$ cat config.mk
export PLATFORM = sky130hd
export DESIGN_NAME = ulpi_link_ctrl_flat
export DESIGN_NICKNAME = d
export VERILOG_FILES = /design/src/rtl/ulpi_pkg.sv /design/src/rtl/ulpi_link_ctrl_if.sv /design/src/rtl/ulpi_rx_demux.sv /design/src/rtl/ulpi_link_ctrl.sv /design/src/flat_wrapper.sv
export SDC_FILE = /design/constraint.sdc
export NUM_CORES = 1
export LEC_CHECK = 0
export ABC_CLOCK_PERIOD_IN_PS = 2500
export BUFFER_PORTS_ARGS = -buffer_cell sky130_fd_sc_hd__buf_4
export CORE_ASPECT_RATIO = 0.75
export CORE_MARGIN = 10
export CORE_UTILIZATION = 52
export CTS_CLUSTER_SIZE = 16
export DETAILED_ROUTE_END_ITERATION = 12
export GPL_ROUTABILITY_DRIVEN = 0
export HOLD_SLACK_MARGIN = 0.12
export PLACE_DENSITY = 0.81
export SETUP_SLACK_MARGIN = 0.2
export SYNTH_ARGS = -nofsm -noshare
export SYNTH_HDL_FRONTEND = slang
export SYNTH_SLANG_ARGS = --single-unit
export TNS_END_PERCENT = 5
$ cat constraint.sdc
create_clock -name clk -period 2.5 [get_ports clk]
set_input_delay 0.25 -clock clk [delete_from_list [all_inputs] [get_ports clk]]
set_output_delay 0.25 -clock clk [all_outputs]
set_load 0.01 [all_outputs]
$ cat src/rtl/ulpi_pkg.sv
// Shared ULPI link definitions: TX CMD prefixes, the extended-address
// escape code, RX CMD field positions and the register-access FSM states.
// ULPI_EXT_REG_EN adds the EXT_ADDR state used for extended register access.
package ulpi_pkg;

  localparam logic [1:0] REG_WR       = 2'b10;
  localparam logic [1:0] REG_RD       = 2'b11;
  localparam logic [5:0] EXT_ADDR_ESC = 6'h2F;

  // RX CMD byte fields
  localparam int LINESTATE_LSB = 0;
  localparam int LINESTATE_MSB = 1;
  localparam int RXEVENT_LSB   = 4;
  localparam int RXEVENT_MSB   = 5;

  localparam logic [1:0] RXEVENT_ACTIVE = 2'b01;

  typedef enum logic [2:0] {
    ST_IDLE,
    ST_CMD,
    ST_WDATA,
    ST_STP,
    ST_RD_TA,
    ST_RD_DATA,
    ST_WAIT_DIR
`ifdef ULPI_EXT_REG_EN
    , ST_EXT_ADDR
`endif
  } ulpi_state_e;

  function automatic logic [7:0] tx_cmd(input logic wr, input logic [5:0] addr);
    return {(wr ? REG_WR : REG_RD), addr};
  endfunction

  function automatic logic [1:0] rx_event(input logic [7:0] cmd);
    return cmd[RXEVENT_MSB:RXEVENT_LSB];
  endfunction

endpackage

$ cat src/rtl/ulpi_link_ctrl_if.sv
// Bus bundle between the ULPI link controller, the ULPI pads and the core.
// master = link controller, slave = PHY pads plus USB core.
//
// Handshakes: reg_req is a level request that the core holds (with reg_wr,
// reg_addr, reg_wdata stable) until it sees a one-cycle reg_ack or
// reg_abort; the controller latches the request when it starts, so dropping
// reg_req early does not cancel an access. rx_cmd_valid / rx_data_valid are
// one-cycle valid pulses with no ready: the core must take the byte that
// cycle. rx_cmd holds the last RX CMD between pulses.
interface ulpi_link_ctrl_if #(
  parameter int OE_W = 8
);
  logic [7:0]      ulpi_data_read;
  logic [7:0]      ulpi_data_write;
  logic [OE_W-1:0] ulpi_data_writeEnable;
  logic            ulpi_direction;
  logic            ulpi_nxt;
  logic            ulpi_stp;

  logic            reg_req;
  logic            reg_wr;
  logic [7:0]      reg_addr;
  logic [7:0]      reg_wdata;
  logic            reg_ack;
  logic            reg_abort;
  logic [7:0]      reg_rdata;

  logic            rx_cmd_valid;
  logic [7:0]      rx_cmd;
  logic            rx_data_valid;
  logic [7:0]      rx_data;
  logic            rx_active;

  modport master (
    input  ulpi_data_read, ulpi_direction, ulpi_nxt,
    input  reg_req, reg_wr, reg_addr, reg_wdata,
    output ulpi_data_write, ulpi_data_writeEnable, ulpi_stp,
    output reg_ack, reg_abort, reg_rdata,
    output rx_cmd_valid, rx_cmd, rx_data_valid, rx_data, rx_active
  );

  modport slave (
    output ulpi_data_read, ulpi_direction, ulpi_nxt,
    output reg_req, reg_wr, reg_addr, reg_wdata,
    input  ulpi_data_write, ulpi_data_writeEnable, ulpi_stp,
    input  reg_ack, reg_abort, reg_rdata,
    input  rx_cmd_valid, rx_cmd, rx_data_valid, rx_data, rx_active
  );
endinterface

$ cat src/rtl/ulpi_rx_demux.sv
// Turnaround tracking and RX CMD / RX data capture for the ULPI link.
// A turnaround cycle is any cycle in which dir differs from its value in
// the previous cycle; such cycles are never sampled.
module ulpi_rx_demux
  import ulpi_pkg::*;
(
  input  logic       clk,
  input  logic       reset_,
  input  logic       dir,
  input  logic       nxt,
  input  logic [7:0] data,
  input  logic       suppress,   // FSM is consuming this byte as register read data
  output logic       ta,
  output logic       cmd_valid,
  output logic [7:0] cmd,
  output logic       data_valid,
  output logic [7:0] rx_data,
  output logic       active
);

  logic dir_q;

  assign ta     = dir ^ dir_q;
  assign active = (rx_event(cmd) == RXEVENT_ACTIVE) & dir;

  // Demultiplex PHY-owned bus cycles into RX CMD and RX data bytes
  always_ff @(posedge clk or negedge reset_) begin
    if (!reset_) begin
      dir_q      <= 1'b0;
      cmd_valid  <= 1'b0;
      cmd        <= 8'h00;
      data_valid <= 1'b0;
      rx_data    <= 8'h00;
    end else begin
      dir_q      <= dir;
      cmd_valid  <= 1'b0;
      data_valid <= 1'b0;
      if (dir && !ta && !suppress) begin
        if (nxt) begin
          rx_data    <= data;
          data_valid <= 1'b1;
        end else begin
          cmd        <= data;
          cmd_valid  <= 1'b1;
        end
      end
    end
  end

endmodule

$ cat src/rtl/ulpi_link_ctrl.sv
// Link-side ULPI controller: register-access FSM with nxt timeout, bus
// turnaround handling and pad drive-enable fan-out. RX demux is in
// ulpi_rx_demux. Define ULPI_EXT_REG_EN to enable extended register
// addressing (addresses above 0x2E go through the 0x2F escape byte).
module ulpi_link_ctrl
  import ulpi_pkg::*;
#(
  parameter int OE_W        = 8,
  parameter int TIMEOUT_CYC = 255
) (
  input  logic             clk,
  input  logic             reset_,
  ulpi_link_ctrl_if.master bus,
  output ulpi_state_e      state_dbg
);

  localparam int                CNT_W    = $clog2(TIMEOUT_CYC + 1);
  localparam logic [CNT_W-1:0]  CNT_LAST = CNT_W'(TIMEOUT_CYC - 1);

  ulpi_state_e      state_q;
  logic             drive_q;
  logic [7:0]       data_q;
  logic             stp_q;
  logic             ack_q;
  logic             abort_q;
  logic [7:0]       rdata_q;
  logic [CNT_W-1:0] cnt_q;
  logic             wr_q;
  logic [7:0]       wdata_q;
  logic             ta;
  logic             oe;
  logic             rd_consume;

`ifdef ULPI_EXT_REG_EN
  logic             ext_q;
  logic [7:0]       ext_addr_q;
`else
  logic             unused_addr_hi;
  assign unused_addr_hi = ^bus.reg_addr[7:6];
`endif

  // The pad must release in the very cycle the PHY takes the bus
  assign oe                        = drive_q & ~bus.ulpi_direction;
  assign bus.ulpi_data_writeEnable = {OE_W{oe}};
  assign bus.ulpi_data_write       = oe ? data_q : 8'h00;
  assign bus.ulpi_stp              = stp_q;
  assign bus.reg_ack               = ack_q;
  assign bus.reg_abort             = abort_q;
  assign bus.reg_rdata             = rdata_q;
  assign state_dbg                 = state_q;

  // The register-read byte is not an RX CMD; an interleaved (nxt=1) byte is RX data
  assign rd_consume = (state_q == ST_RD_DATA) & ~bus.ulpi_nxt;

  ulpi_rx_demux u_rx_demux (
    .clk        (clk),
    .reset_     (reset_),
    .dir        (bus.ulpi_direction),
    .nxt        (bus.ulpi_nxt),
    .data       (bus.ulpi_data_read),
    .suppress   (rd_consume),
    .ta         (ta),
    .cmd_valid  (bus.rx_cmd_valid),
    .cmd        (bus.rx_cmd),
    .data_valid (bus.rx_data_valid),
    .rx_data    (bus.rx_data),
    .active     (bus.rx_active)
  );

  // Register-access FSM with registered bus and handshake outputs
  always_ff @(posedge clk or negedge reset_) begin
    if (!reset_) begin
      state_q    <= ST_IDLE;
      drive_q    <= 1'b0;
      data_q     <= 8'h00;
      stp_q      <= 1'b0;
      ack_q      <= 1'b0;
      abort_q    <= 1'b0;
      rdata_q    <= 8'h00;
      cnt_q      <= '0;
      wr_q       <= 1'b0;
      wdata_q    <= 8'h00;
`ifdef ULPI_EXT_REG_EN
      ext_q      <= 1'b0;
      ext_addr_q <= 8'h00;
`endif
    end else begin
      ack_q   <= 1'b0;
      abort_q <= 1'b0;
      case (state_q)
        ST_IDLE: begin
          stp_q   <= 1'b0;
          drive_q <= 1'b0;
          data_q  <= 8'h00;
          if (bus.reg_req && !bus.ulpi_direction && !ta) begin
            wr_q    <= bus.reg_wr;
            wdata_q <= bus.reg_wdata;
            cnt_q   <= '0;
            drive_q <= 1'b1;
            state_q <= ST_CMD;
`ifdef ULPI_EXT_REG_EN
            ext_addr_q <= bus.reg_addr;
            if (bus.reg_addr > 8'h2E) begin
              ext_q  <= 1'b1;
              data_q <= tx_cmd(bus.reg_wr, EXT_ADDR_ESC);
            end else begin
              ext_q  <= 1'b0;
              data_q <= tx_cmd(bus.reg_wr, bus.reg_addr[5:0]);
            end
`else
            data_q <= tx_cmd(bus.reg_wr, bus.reg_addr[5:0]);
`endif
          end
        end

        ST_CMD, ST_WDATA
`ifdef ULPI_EXT_REG_EN
        , ST_EXT_ADDR
`endif
        : begin
          if (bus.ulpi_direction) begin
            // PHY grabbed the bus before accepting our byte
            abort_q <= 1'b1;
            drive_q <= 1'b0;
            data_q  <= 8'h00;
            state_q <= ST_WAIT_DIR;
          end else if (bus.ulpi_nxt) begin
            cnt_q <= '0;
            if (state_q == ST_WDATA) begin
              data_q  <= 8'h00;
              stp_q   <= 1'b1;
              state_q <= ST_STP;
`ifdef ULPI_EXT_REG_EN
            end else if (state_q == ST_CMD && ext_q) begin
              data_q  <= ext_addr_q;
              state_q <= ST_EXT_ADDR;
`endif
            end else if (wr_q) begin
              data_q  <= wdata_q;
              state_q <= ST_WDATA;
            end else begin
              drive_q <= 1'b0;
              data_q  <= 8'h00;
              state_q <= ST_RD_TA;
            end
          end else if (cnt_q == CNT_LAST) begin
            // PHY never accepted: stop the transfer, bus released from IDLE
            stp_q   <= 1'b1;
            data_q  <= 8'h00;
            abort_q <= 1'b1;
            state_q <= ST_IDLE;
          end else begin
            cnt_q <= cnt_q + 1'b1;
          end
        end

        ST_STP: begin
          stp_q   <= 1'b0;
          drive_q <= 1'b0;
          data_q  <= 8'h00;
          ack_q   <= 1'b1;
          state_q <= ST_IDLE;
        end

        ST_RD_TA: begin
          if (bus.ulpi_direction) begin
            state_q <= ST_RD_DATA;
          end else begin
            abort_q <= 1'b1;
            state_q <= ST_WAIT_DIR;
          end
        end

        ST_RD_DATA: begin
          if (bus.ulpi_nxt || !bus.ulpi_direction) begin
            abort_q <= 1'b1;
          end else begin
            rdata_q <= bus.ulpi_data_read;
            ack_q   <= 1'b1;
          end
          state_q <= ST_WAIT_DIR;
        end

        ST_WAIT_DIR: begin
          drive_q <= 1'b0;
          stp_q   <= 1'b0;
          data_q  <= 8'h00;
          if (!bus.ulpi_direction && !ta) state_q <= ST_IDLE;
        end

        default: begin
          drive_q <= 1'b0;
          stp_q   <= 1'b0;
          state_q <= ST_IDLE;
        end
      endcase
    end
  end

endmodule

$ cat src/flat_wrapper.sv
// flat-port wrapper written by rule: the top's interface ports become plain ports
module ulpi_link_ctrl_flat import ulpi_pkg::*;
#(
  parameter int OE_W        = 8,
  parameter int TIMEOUT_CYC = 255
)
  (clk, reset_, state_dbg, bus_ulpi_data_read, bus_ulpi_direction, bus_ulpi_nxt, bus_reg_req, bus_reg_wr, bus_reg_addr, bus_reg_wdata, bus_ulpi_data_write, bus_ulpi_data_writeEnable, bus_ulpi_stp, bus_reg_ack, bus_reg_abort, bus_reg_rdata, bus_rx_cmd_valid, bus_rx_cmd, bus_rx_data_valid, bus_rx_data, bus_rx_active);
  ulpi_link_ctrl_if #(.OE_W(OE_W)) bus_i ();
  input  logic clk;
  input  logic reset_;
  output ulpi_state_e state_dbg;
  input wire logic [$bits(bus_i.ulpi_data_read)-1:0] bus_ulpi_data_read;
  input wire logic [$bits(bus_i.ulpi_direction)-1:0] bus_ulpi_direction;
  input wire logic [$bits(bus_i.ulpi_nxt)-1:0] bus_ulpi_nxt;
  input wire logic [$bits(bus_i.reg_req)-1:0] bus_reg_req;
  input wire logic [$bits(bus_i.reg_wr)-1:0] bus_reg_wr;
  input wire logic [$bits(bus_i.reg_addr)-1:0] bus_reg_addr;
  input wire logic [$bits(bus_i.reg_wdata)-1:0] bus_reg_wdata;
  output wire logic [$bits(bus_i.ulpi_data_write)-1:0] bus_ulpi_data_write;
  output wire logic [$bits(bus_i.ulpi_data_writeEnable)-1:0] bus_ulpi_data_writeEnable;
  output wire logic [$bits(bus_i.ulpi_stp)-1:0] bus_ulpi_stp;
  output wire logic [$bits(bus_i.reg_ack)-1:0] bus_reg_ack;
  output wire logic [$bits(bus_i.reg_abort)-1:0] bus_reg_abort;
  output wire logic [$bits(bus_i.reg_rdata)-1:0] bus_reg_rdata;
  output wire logic [$bits(bus_i.rx_cmd_valid)-1:0] bus_rx_cmd_valid;
  output wire logic [$bits(bus_i.rx_cmd)-1:0] bus_rx_cmd;
  output wire logic [$bits(bus_i.rx_data_valid)-1:0] bus_rx_data_valid;
  output wire logic [$bits(bus_i.rx_data)-1:0] bus_rx_data;
  output wire logic [$bits(bus_i.rx_active)-1:0] bus_rx_active;
  assign bus_i.ulpi_data_read = bus_ulpi_data_read;
  assign bus_i.ulpi_direction = bus_ulpi_direction;
  assign bus_i.ulpi_nxt = bus_ulpi_nxt;
  assign bus_i.reg_req = bus_reg_req;
  assign bus_i.reg_wr = bus_reg_wr;
  assign bus_i.reg_addr = bus_reg_addr;
  assign bus_i.reg_wdata = bus_reg_wdata;
  assign bus_ulpi_data_write = bus_i.ulpi_data_write;
  assign bus_ulpi_data_writeEnable = bus_i.ulpi_data_writeEnable;
  assign bus_ulpi_stp = bus_i.ulpi_stp;
  assign bus_reg_ack = bus_i.reg_ack;
  assign bus_reg_abort = bus_i.reg_abort;
  assign bus_reg_rdata = bus_i.reg_rdata;
  assign bus_rx_cmd_valid = bus_i.rx_cmd_valid;
  assign bus_rx_cmd = bus_i.rx_cmd;
  assign bus_rx_data_valid = bus_i.rx_data_valid;
  assign bus_rx_data = bus_i.rx_data;
  assign bus_rx_active = bus_i.rx_active;
  ulpi_link_ctrl #(.OE_W(OE_W), .TIMEOUT_CYC(TIMEOUT_CYC)) u_core (.clk(clk), .reset_(reset_), .bus(bus_i), .state_dbg(state_dbg));
endmodule
==> Word-level counts from Yosys, hierarchy flattened <==
Cells that the tools add are included.
{ "totals": {"wordCells": 112, "output_inout_bits": 49, "reg_bits": 59, "inputBits": 30} }
{ "op_classes": {"muxes": 46, "eq_ne": 18, "add_sub_neg": 1, "bitwise": 8, "reduce_logical": 24} }
{ "op_table": {"columns": ["cell", "count"], "rows": [
  ["$mux 8", 11],
  ["$pmux 8 s3", 1],
  ["$mux 3", 7],
  ["$mux 1", 20],
  ["$pmux 8 s2", 1],
  ["$pmux 3 s5", 1],
  ["$ne 3x3->1 const B", 4],
  ["$reduce_and 4->1", 3],
  ["$reduce_and 2->1", 5],
  ["$eq 3x3->1 const B", 3],
  ["$add 8x1->8 const B", 1],
  ["$eq 8x8->1 const B", 1],
  ["$eq 3x2->1 const B", 2],
  ["$ne 3x2->1 const B", 2],
  ["$pmux 1 s3", 2],
  ["$reduce_or 2->1", 3],
  ["$logic_and 1x1->1", 5],
  ["$ne 2x1->1 const B", 2],
  ["$ne 4x3->1 const B", 1],
  ["$not 1->1", 4],
  ["$pmux 1 s2", 2],
  ["$and 1x1->1", 3],
  ["$eq 3x1->1 const B", 1],
  ["$logic_not 1->1", 3],
  ["9 further kinds", 9]
]} }

==> Depth between registers and ports, before layout <==
Gate-level depths: netlist of run 1.
{ "logic_depth": {"ltp_word": 5, "depth_mapped": 8, "ltp_nobuf": 6} }

==> By module <==
A second synthesis of run 1 with hierarchy kept.
{ "hier_totals": {"hier_cells": 242, "hier_area_um2": 2882.8} }
{ "by_module_without_submodules": {"columns": ["module", "area_each_um2", "seq_area_each_um2", "cells_each", "n_inst"], "rows": [
  ["ulpi_link_ctrl", 2159.6, 1001.0, 200, 1],
  ["ulpi_rx_demux", 723.2, 475.5, 42, 1]
]} }

==> Worst setup path before layout of run 1 <==
OpenSTA, ideal clock, no wires.
{ "synth_path": {"path_type": "input to register", "startpoint": "input bus_ulpi_direction", "endpoint": "register u_core.wdata_q[1]", "cell_stages": 7, "t_arrival_ns": 1.920, "setup_slack_ns": 0.455, "n_path_buf": 2, "required_time_ns": 2.375, "cell_sequence": "buf_2 > inv_1 > ha_1 > nand2b_1 > or4_4 > buf_6 > mux2_2"} }
{ "synth_via": {"elab_chain_len": 4, "elab_cells_between_ends": 6, "cone_classes": "1 x bitwise; 5 x reduce/logical"} }
{ "synth_lines": {"columns": ["item", "line_no", "source"], "rows": [
  ["start, declared", "flat_wrapper.sv:13", "input wire logic [$bits(bus_i.ulpi_direction)-1:0] bus_ulpi_direction;"],
  ["$xor 1x1->1 / $logic_not 1->1 (equally long branches)", "ulpi_rx_demux.sv:23, ulpi_link_ctrl.sv:95", null],
  ["$logic_not 1->1 / $logic_and 1x1->1 (equally long branches)", "ulpi_link_ctrl.sv:95", "if (bus.reg_req && !bus.ulpi_direction && !ta) begin"],
  ["$logic_and 1x1->1 (*)", "ulpi_link_ctrl.sv:95", null],
  ["$reduce_and 2->1 (no source line) (*)", null, null],
  ["end signal, assigned", "ulpi_link_ctrl.sv:97", "wdata_q <= bus.reg_wdata;"],
  ["end, declared", "ulpi_link_ctrl.sv:29", "logic [7:0] wdata_q;"]
]} }
Every way passes the cells marked *; elsewhere a longest branch is shown, timed or not.
A chain may end at the register's enable or synchronous reset.

==> Worst setup path in the final report of run 1 <==
{ "layout_path": {"startpoint": "register u_core.u_rx_demux.dir_q", "endpoint": "register u_core.wdata_q[0]"} }
{ "layout_via": {"elab_chain_len": 4} }
{ "layout_lines": {"columns": ["item", "line_no", "source"], "rows": [
  ["start, declared", "ulpi_rx_demux.sv:21", "logic dir_q;"],
  ["start signal, assigned", "ulpi_rx_demux.sv:35", "dir_q <= dir;"],
  ["$xor 1x1->1", "ulpi_rx_demux.sv:23", "assign ta = dir ^ dir_q;"],
  ["$logic_not 1->1", "ulpi_link_ctrl.sv:95", null],
  ["$logic_and 1x1->1", "ulpi_link_ctrl.sv:95", null],
  ["$reduce_and 2->1 (no source line)", null, null]
]} }
No other way between the ends.

==> impl_metrics.toml, run 1 <==
[run_status]
outcome = "completed"

[drt]
vias = 2140
drt_pass1_iterations = 4
drt-initial-drc-count = 201
routedWlPerCell_microns = 17.32
ant_nets = 0
top_layer = "met4"
viasPerCell = 5.377
wl_met1_mm = 2.717
route.met2.wl_mm = 3.371
drt_wl_total_mm = 6.895
wl_met3_microns = 681
drc = 0

[global_routing]
grt.total_usage = 0.1596
antenna_found_initial = 0
grt_pass1_wl_mm = 11.31
grt_max_degree = 60
grt_pass1_vias = 2215
grt-ovfl-total = 0

[power_and_ir_drop]
p_sw_frac = 0.3377
peakVddDrop_v = 0.0004352
p_clk_frac = 0.246
power_frac_comb = 0.358
p_switching_uw = 1181
pwr-share-seq = 0.396
cellPowerDensity_mw_per_mm2 = 956.9
p_int_uw = 2316
p_leak_uw = 0.001823

[setup_path]
worstSetupStartpointType = "flop"
cp-startpoint = "u_core.u_rx_demux.dir_q$_DFF_PN0_"
timing.rr.end = "u_core.wdata_q[0]$_DFFE_PN0P_"
slowest_delay_ps = 640
r2r_start = "u_core.u_rx_demux.dir_q$_DFF_PN0_"
worstSetupEndpointType = "flop"
r2r_slack_ps = 530
reg2regPathDepth = 5
critPathArrivalTime_ps = 2180
crit_chain = "inv_1 > ha_1 > nand2b_1 > or4_4 > mux2_2"
worstPathRequired_ps = 2720
crit_fanout = 11
cp_slowest_cell = "or4_4"
critPathKind = "reg2reg"

[min_path]
hold_start = "bus_reg_wdata[6]"
whs_endpoint = "u_core.wdata_q[6]$_DFFE_PN0P_"
hold_depth = 2
hp-class = "in2reg"

[synthesis]
async_flop_share = 1.000
synth.distinct_cells = 46
synth.most_common_cell = "dfrtp_1"
syn_inst = 239
yosysTopAreaCell = "dfrtp_1"
synth-seq-cells = 59
synth_top_area_frac = 0.5196
yosysSeqAreaShare = 0.5196
synth_edf_count = 0
synth_commonest_cells = "dfrtp_1, mux2_2, nand2_1"
synth.avg_cell_area_sq_um = 11.89
synth_flop_cell = "dfrtp_1"
synth_nets = 273
ys_warn_count = 0
ys_top_cells_by_area = "dfrtp_1, mux2_2, nand2_1"
netlist_area_sq_mm = 0.002841

[floorplanning]
rows = 23
io_pins = 79
die_w_microns = 105.4
initial_utilization = 0.5337
core_region_area_sq_mm = 0.005324
die_h_microns = 84.02
die_area_sq_mm = 0.008852

[clocking]
path_clk_slew_ps = 70
h-tree-depth = 3
cts_made_buffers = 9
cts_tree = "built"
cts_root_buf = "clkbuf_8"
cts_setup_buffers = 0
ctsLongestPathBuffers = 2
clock-sinks = 59
clk_latency_ps = 340

[final_layout]
syn2layout_area_growth_pct = 28.62
final_area_sq_mm = 0.003655
finalNetCount = 352
n_fill_cell = 395
num_antenna_cells = 0
drive_above_1_share = 0.4613
fin_util = 0.6865

[timing]
finClkSkew_ps = 4.900
grt_setup_unrepaired = "false"
setup_tns_ps = 0
relSlewSlack = 0.5157
setup_viol = 0
fin_crit_sh = 0.7867
fmax_ghz = 0.5084
worstMarginPinSlew_ps = 726.4
min_period_ps = 1967
hold_violations = 0
final-max-slew-violation-count = 0

[placed_design]
port_buffers = 76
dp.final_hpwl_mm = 5.101
postPlaceCellArea_sq_mm = 0.003445

[job]
cap_viol_max_count = 0
-- how the worst max path moves through the flow --
stage                                    endpoint  depth (start not counted)
floorplan           u_core.wdata_q[1]$_DFFE_PN0P_                          7
global placement    u_core.wdata_q[1]$_DFFE_PN0P_                          6
detailed placement  u_core.wdata_q[0]$_DFFE_PN0P_                          6
CTS                 u_core.wdata_q[0]$_DFFE_PN0P_                          5
global route         u_core.data_q[6]$_DFFE_PN0P_                          5
finish              u_core.wdata_q[0]$_DFFE_PN0P_                          5
-- metrics by stage --
step | cells | setup slack [ps] | total power [uW] | hold WS (ps)
2_1_floorplan | 239 | 454.9 | 2131 | -45.59
3_3_place_gp | 381 | 436.8 | 2591 | 350.2
3_5_place_dp | 381 | 385.7 | 2656 | 353.8
4_1_cts | 398 | 540.6 | 3533 | 126.7
5_1_grt | 398 | 413.0 | 3730 | 126.2
6_report | 398 | 533.2 | 3497 | 142.2
-- cell usage in the layout, fill, tap and decap left out, drive strengths merged, types with 4 or more instances in the layout --
cell	instances
clkbuf	9
o21ai	8
a22o	7
nor3b	4
buf	84
nor3	4
mux2	39
and2	8
nand3	4
nand2	18
ha	4
a21o	5
dfrtp	59
inv	10
nor2	6
a21oi	6
-- final cells by class --
type                    instances  area [sq um]  share of cell area
multi-input cells             154          1210              0.3311
repair buffers                 85         640.6              0.1753
inverters                       9         33.78            0.009243
well taps                      75         93.84             0.02568
clock buffers                   9         123.9             0.03389
clock inverters                 7         76.32             0.02088
flip-flops and latches         59          1476              0.4040
-- worst max-delay path, delay by kind of cell (launching register included) --
kind                       cells  cell delay, ps
DFF                            1             350
and+or+nand+nor                2             870
muxes                          1             330
adders and majority gates      1             250
buffers and inverters          1              50
-- timing repair --
item                      CTS  global route
resized for setup           0             0
hold endpoints to repair   59             0
hold buffers                1             0
-- power groups by stage --
| stage | registers [uW] | logic (uW) | clock network, uW |
|---|---|---|---|
| after floorplan | 1450 | 681 | 0 |
| after global placement | 1380 | 1210 | 0 |
| after detailed placement | 1400 | 1250 | 0 |
| after CTS | 1380 | 1260 | 888 |
| after global routing | 1420 | 1380 | 929 |
| final | 1380 | 1250 | 860 |
-- layer usage --
layer	vias up	track usage
li1	1014	-
met1	1030	0.1822
met2	86	0.2578
met3	10	0.07253
met4	0	0.05597
met5	-	0
-- flip-flops by register name (all words and copies together), names as in the netlist --
| register | flops |
|---|---|
| u_core.u_rx_demux.rx_data | 8 |
| u_core.wdata_q | 8 |
| u_core.bus.reg_abort | 1 |
| u_core.bus.reg_ack | 1 |
| u_core.u_rx_demux.dir_q | 1 |
| u_core.wr_q | 1 |
| u_core.cnt_q | 8 |
| u_core.u_rx_demux.cmd | 8 |
| u_core.bus.ulpi_stp | 1 |
| u_core.drive_q | 1 |
| u_core.bus.reg_rdata | 8 |
| u_core.data_q | 8 |
| u_core.u_rx_demux.data_valid | 1 |
| u_core.state_dbg | 3 |
| u_core.u_rx_demux.cmd_valid | 1 |
-- cells by family (layout without fill, tap and decap cells) --
group                    count (synthesis)  after routing  share of synthesized area
AND/OR/NAND/NOR                         65             65                     0.1325
flip-flops                              59             59                     0.5196
AO/OA/AOI/OAI                           43             43                     0.1110
multiplexers                            41             41                     0.1616
buffers and inverters                   26            110                    0.05460
adder cells (fa/ha/maj)                  4              4                    0.01761
XOR/XNOR                                 1              1                   0.003083
Power figures use the tool's default switching activity.
==> run 2, diff against run 1 <==
--- a/config.mk
+++ b/config.mk
@@ -5,16 +5,16 @@
 export SDC_FILE = /design/constraint.sdc
 export NUM_CORES = 1
 export LEC_CHECK = 0
-export ABC_CLOCK_PERIOD_IN_PS = 2500
+export ABC_CLOCK_PERIOD_IN_PS = 1800
 export BUFFER_PORTS_ARGS = -buffer_cell sky130_fd_sc_hd__buf_4
 export CORE_ASPECT_RATIO = 0.75
 export CORE_MARGIN = 10
-export CORE_UTILIZATION = 52
+export CORE_UTILIZATION = 47
 export CTS_CLUSTER_SIZE = 16
 export DETAILED_ROUTE_END_ITERATION = 12
 export GPL_ROUTABILITY_DRIVEN = 0
 export HOLD_SLACK_MARGIN = 0.12
-export PLACE_DENSITY = 0.81
+export PLACE_DENSITY = 0.77
 export SETUP_SLACK_MARGIN = 0.2
 export SYNTH_ARGS = -nofsm -noshare
 export SYNTH_HDL_FRONTEND = slang
==> constraint.sdc (replaced) <==
create_clock -name clk -period 1.8 [get_ports clk]
set_input_delay 0.18 -clock clk [delete_from_list [all_inputs] [get_ports clk]]
set_output_delay 0.18 -clock clk [all_outputs]
set_load 0.01 [all_outputs]
==> run 2 against run 1 <==
  * Power grew 51%
  * Fmax is 14% higher
  * Critical endpoint unchanged
  * Sequential power increased by 43%
  * Critical path depth decreased by 2
  * Routed wire length up 5.5%
  * Register-to-register slack lost 460 ps
  * Largest power group unchanged
  * Die area grew 8.3%
  * Clock-buffer cell count grew 3
  * First-iteration DRC count decreased by 50%
  * Worst hold slack got worse by 10 ps
  * Clock skew is 2.2 ps higher
  * Global-route usage down 0.18 points
==> impl_metrics.toml, run 2 (synthesized netlist as in run 1, its figures left out) <==
[setup_path]
crit_chain = "or2_4 > or4_4 > mux2_2"
critPathArrivalTime_ps = 1950
cp_slowest_cell = "or4_4"
critPathKind = "reg2reg"
worstSetupEndpointType = "flop"
worstSetupStartpointType = "flop"
slowest_delay_ps = 550
worstPathRequired_ps = 2030
r2r_slack_ps = 80
crit_fanout = 6

[global_routing]
antenna_found_initial = 0
grt_pass1_vias = 2392
grt_pass1_wl_mm = 11.69
grt_max_degree = 60
grt-ovfl-total = 0
grt.total_usage = 0.1578

[clocking]
h-tree-depth = 3
cts_root_buf = "clkbuf_8"
ctsLongestPathBuffers = 2
cts_made_buffers = 9
path_clk_slew_ps = 60
clock-sinks = 59
clk_latency_ps = 350
cts_tree = "built"

[timing]
setup_viol = 0
setup_ws_ps = 75.68
grt_setup_unrepaired = "true"
min_period_ps = 1724
finClkSkew_ps = 7.115
hold_violations = 0
worstMarginPinSlew_ps = 738.9
setup_tns_ps = 0
relSlewSlack = 0.5074
holdWs_ps = 132.2
final-max-slew-violation-count = 0
fmax_ghz = 0.5799
fin_crit_sh = 0.9580

[floorplanning]
rows = 24
die_h_microns = 87.34
die_w_microns = 109.8
io_pins = 79
initial_utilization = 0.4878
die_area_sq_mm = 0.009588
core_region_area_sq_mm = 0.005826

[final_layout]
fin_util = 0.6918
final_cell_mix = "buf_4, dfrtp_1, mux2_2"
finalNetCount = 385
drive_above_1_share = 0.4916
syn2layout_area_growth_pct = 41.83
final_common_cell = "buf_4"
num_antenna_cells = 0

[power_and_ir_drop]
power_frac_comb = 0.368
peakVddDrop_v = 0.0007997
p_leak_uw = 0.001997
p_int_uw = 3609
pwr-share-seq = 0.373
p_clk_frac = 0.259
p_sw_frac = 0.3155
finalPower_uw = 5273
cellPowerDensity_mw_per_mm2 = 1308
p_switching_uw = 1663

[run_status]
outcome = "completed"

[placed_design]
dp.final_hpwl_mm = 5.032
port_buffers = 76
post-place-ws_ps = 9.218

[drt]
drt-initial-drc-count = 100
ant_nets = 0
routedWlPerCell_microns = 16.76
viasPerCell = 5.251
drt_wl_total_mm = 7.272
vias = 2279
drt_pass1_iterations = 4
drc = 0

[min_path]
hp-class = "in2reg"

[job]
cap_viol_max_count = 0
[run 2: layout make-up]
| type | count | area (sq um) |
|---|---|---|
| tap | 78 | 97.59 |
| fill | 429 | 1795 |
| sequential | 59 | 1480 |
| clock buffer | 12 | 155.1 |
| inverter | 9 | 36.28 |
| multi-input combinational | 155 | 1260 |
| timing repair buffer | 117 | 928.4 |
| clock inverter | 4 | 72.57 |
[run 2: stage by stage]
stage	cells	instance area [sq um]
final	434	4030
after global routing	434	4030
after CTS	432	3989
after detailed placement	397	3556
after global placement	397	3556
after floorplan	239	2858
[run 2: layer usage]
metal	routed length, microns	track usage	part of all wire
met1	2928	0.1771	0.40
met2	3440	0.2531	0.47
met3	820	0.08062	0.11
met4	82	0.05425	0.011
met5	0	0	0
[run 2: what timing repair did]
item | in CTS | in global routing
setup buffers | 1 | 2
cloned | 1 | 0
hold buffers | 17 | 0
gates resized for setup | 6 | 6
pin swaps | 4 | 6
setup endpoints to repair | 42 | 57
hold endpoints to repair | 91 | 0
[run 2: path summary, 6_finish.rpt]
path                                            startpoint  cells past startpoint                                  endpoint
setup reg to reg           u_core.state_dbg[0]$_DFFE_PN0P_                      3             u_core.wdata_q[0]$_DFFE_PN0P_
max in group asynchronous                           reset_                      2           u_core.state_dbg[0]$_DFFE_PN0P_
setup / recovery           u_core.state_dbg[0]$_DFFE_PN0P_                      3             u_core.wdata_q[0]$_DFFE_PN0P_
hold reg to reg                 u_core.drive_q$_DFFE_PN0P_                      2                u_core.drive_q$_DFFE_PN0P_
min in group asynchronous                           reset_                      2  u_core.u_rx_demux.rx_data[1]$_DFFE_PN0P_
hold / removal                                  bus_reg_wr                      3                   u_core.wr_q$_DFFE_PN0P_
[run 2: power groups by stage]
stage          Combinational, uW  Clock, uW  Sequential (uW)
6_report                    1940       1360             1970
4_1_cts                     1900       1390             1960
3_5_place_dp                1830          0             1970
5_1_grt                     2110       1450             2010
2_1_floorplan                951          0             2010
3_3_place_gp                1790          0             1950
[run 2: critical path, delay by kind of cell, from the launching register on]
kind | cells | cell delay, ps
DFF | 1 | 460
muxes | 1 | 300
and+or+nand+nor | 2 | 840
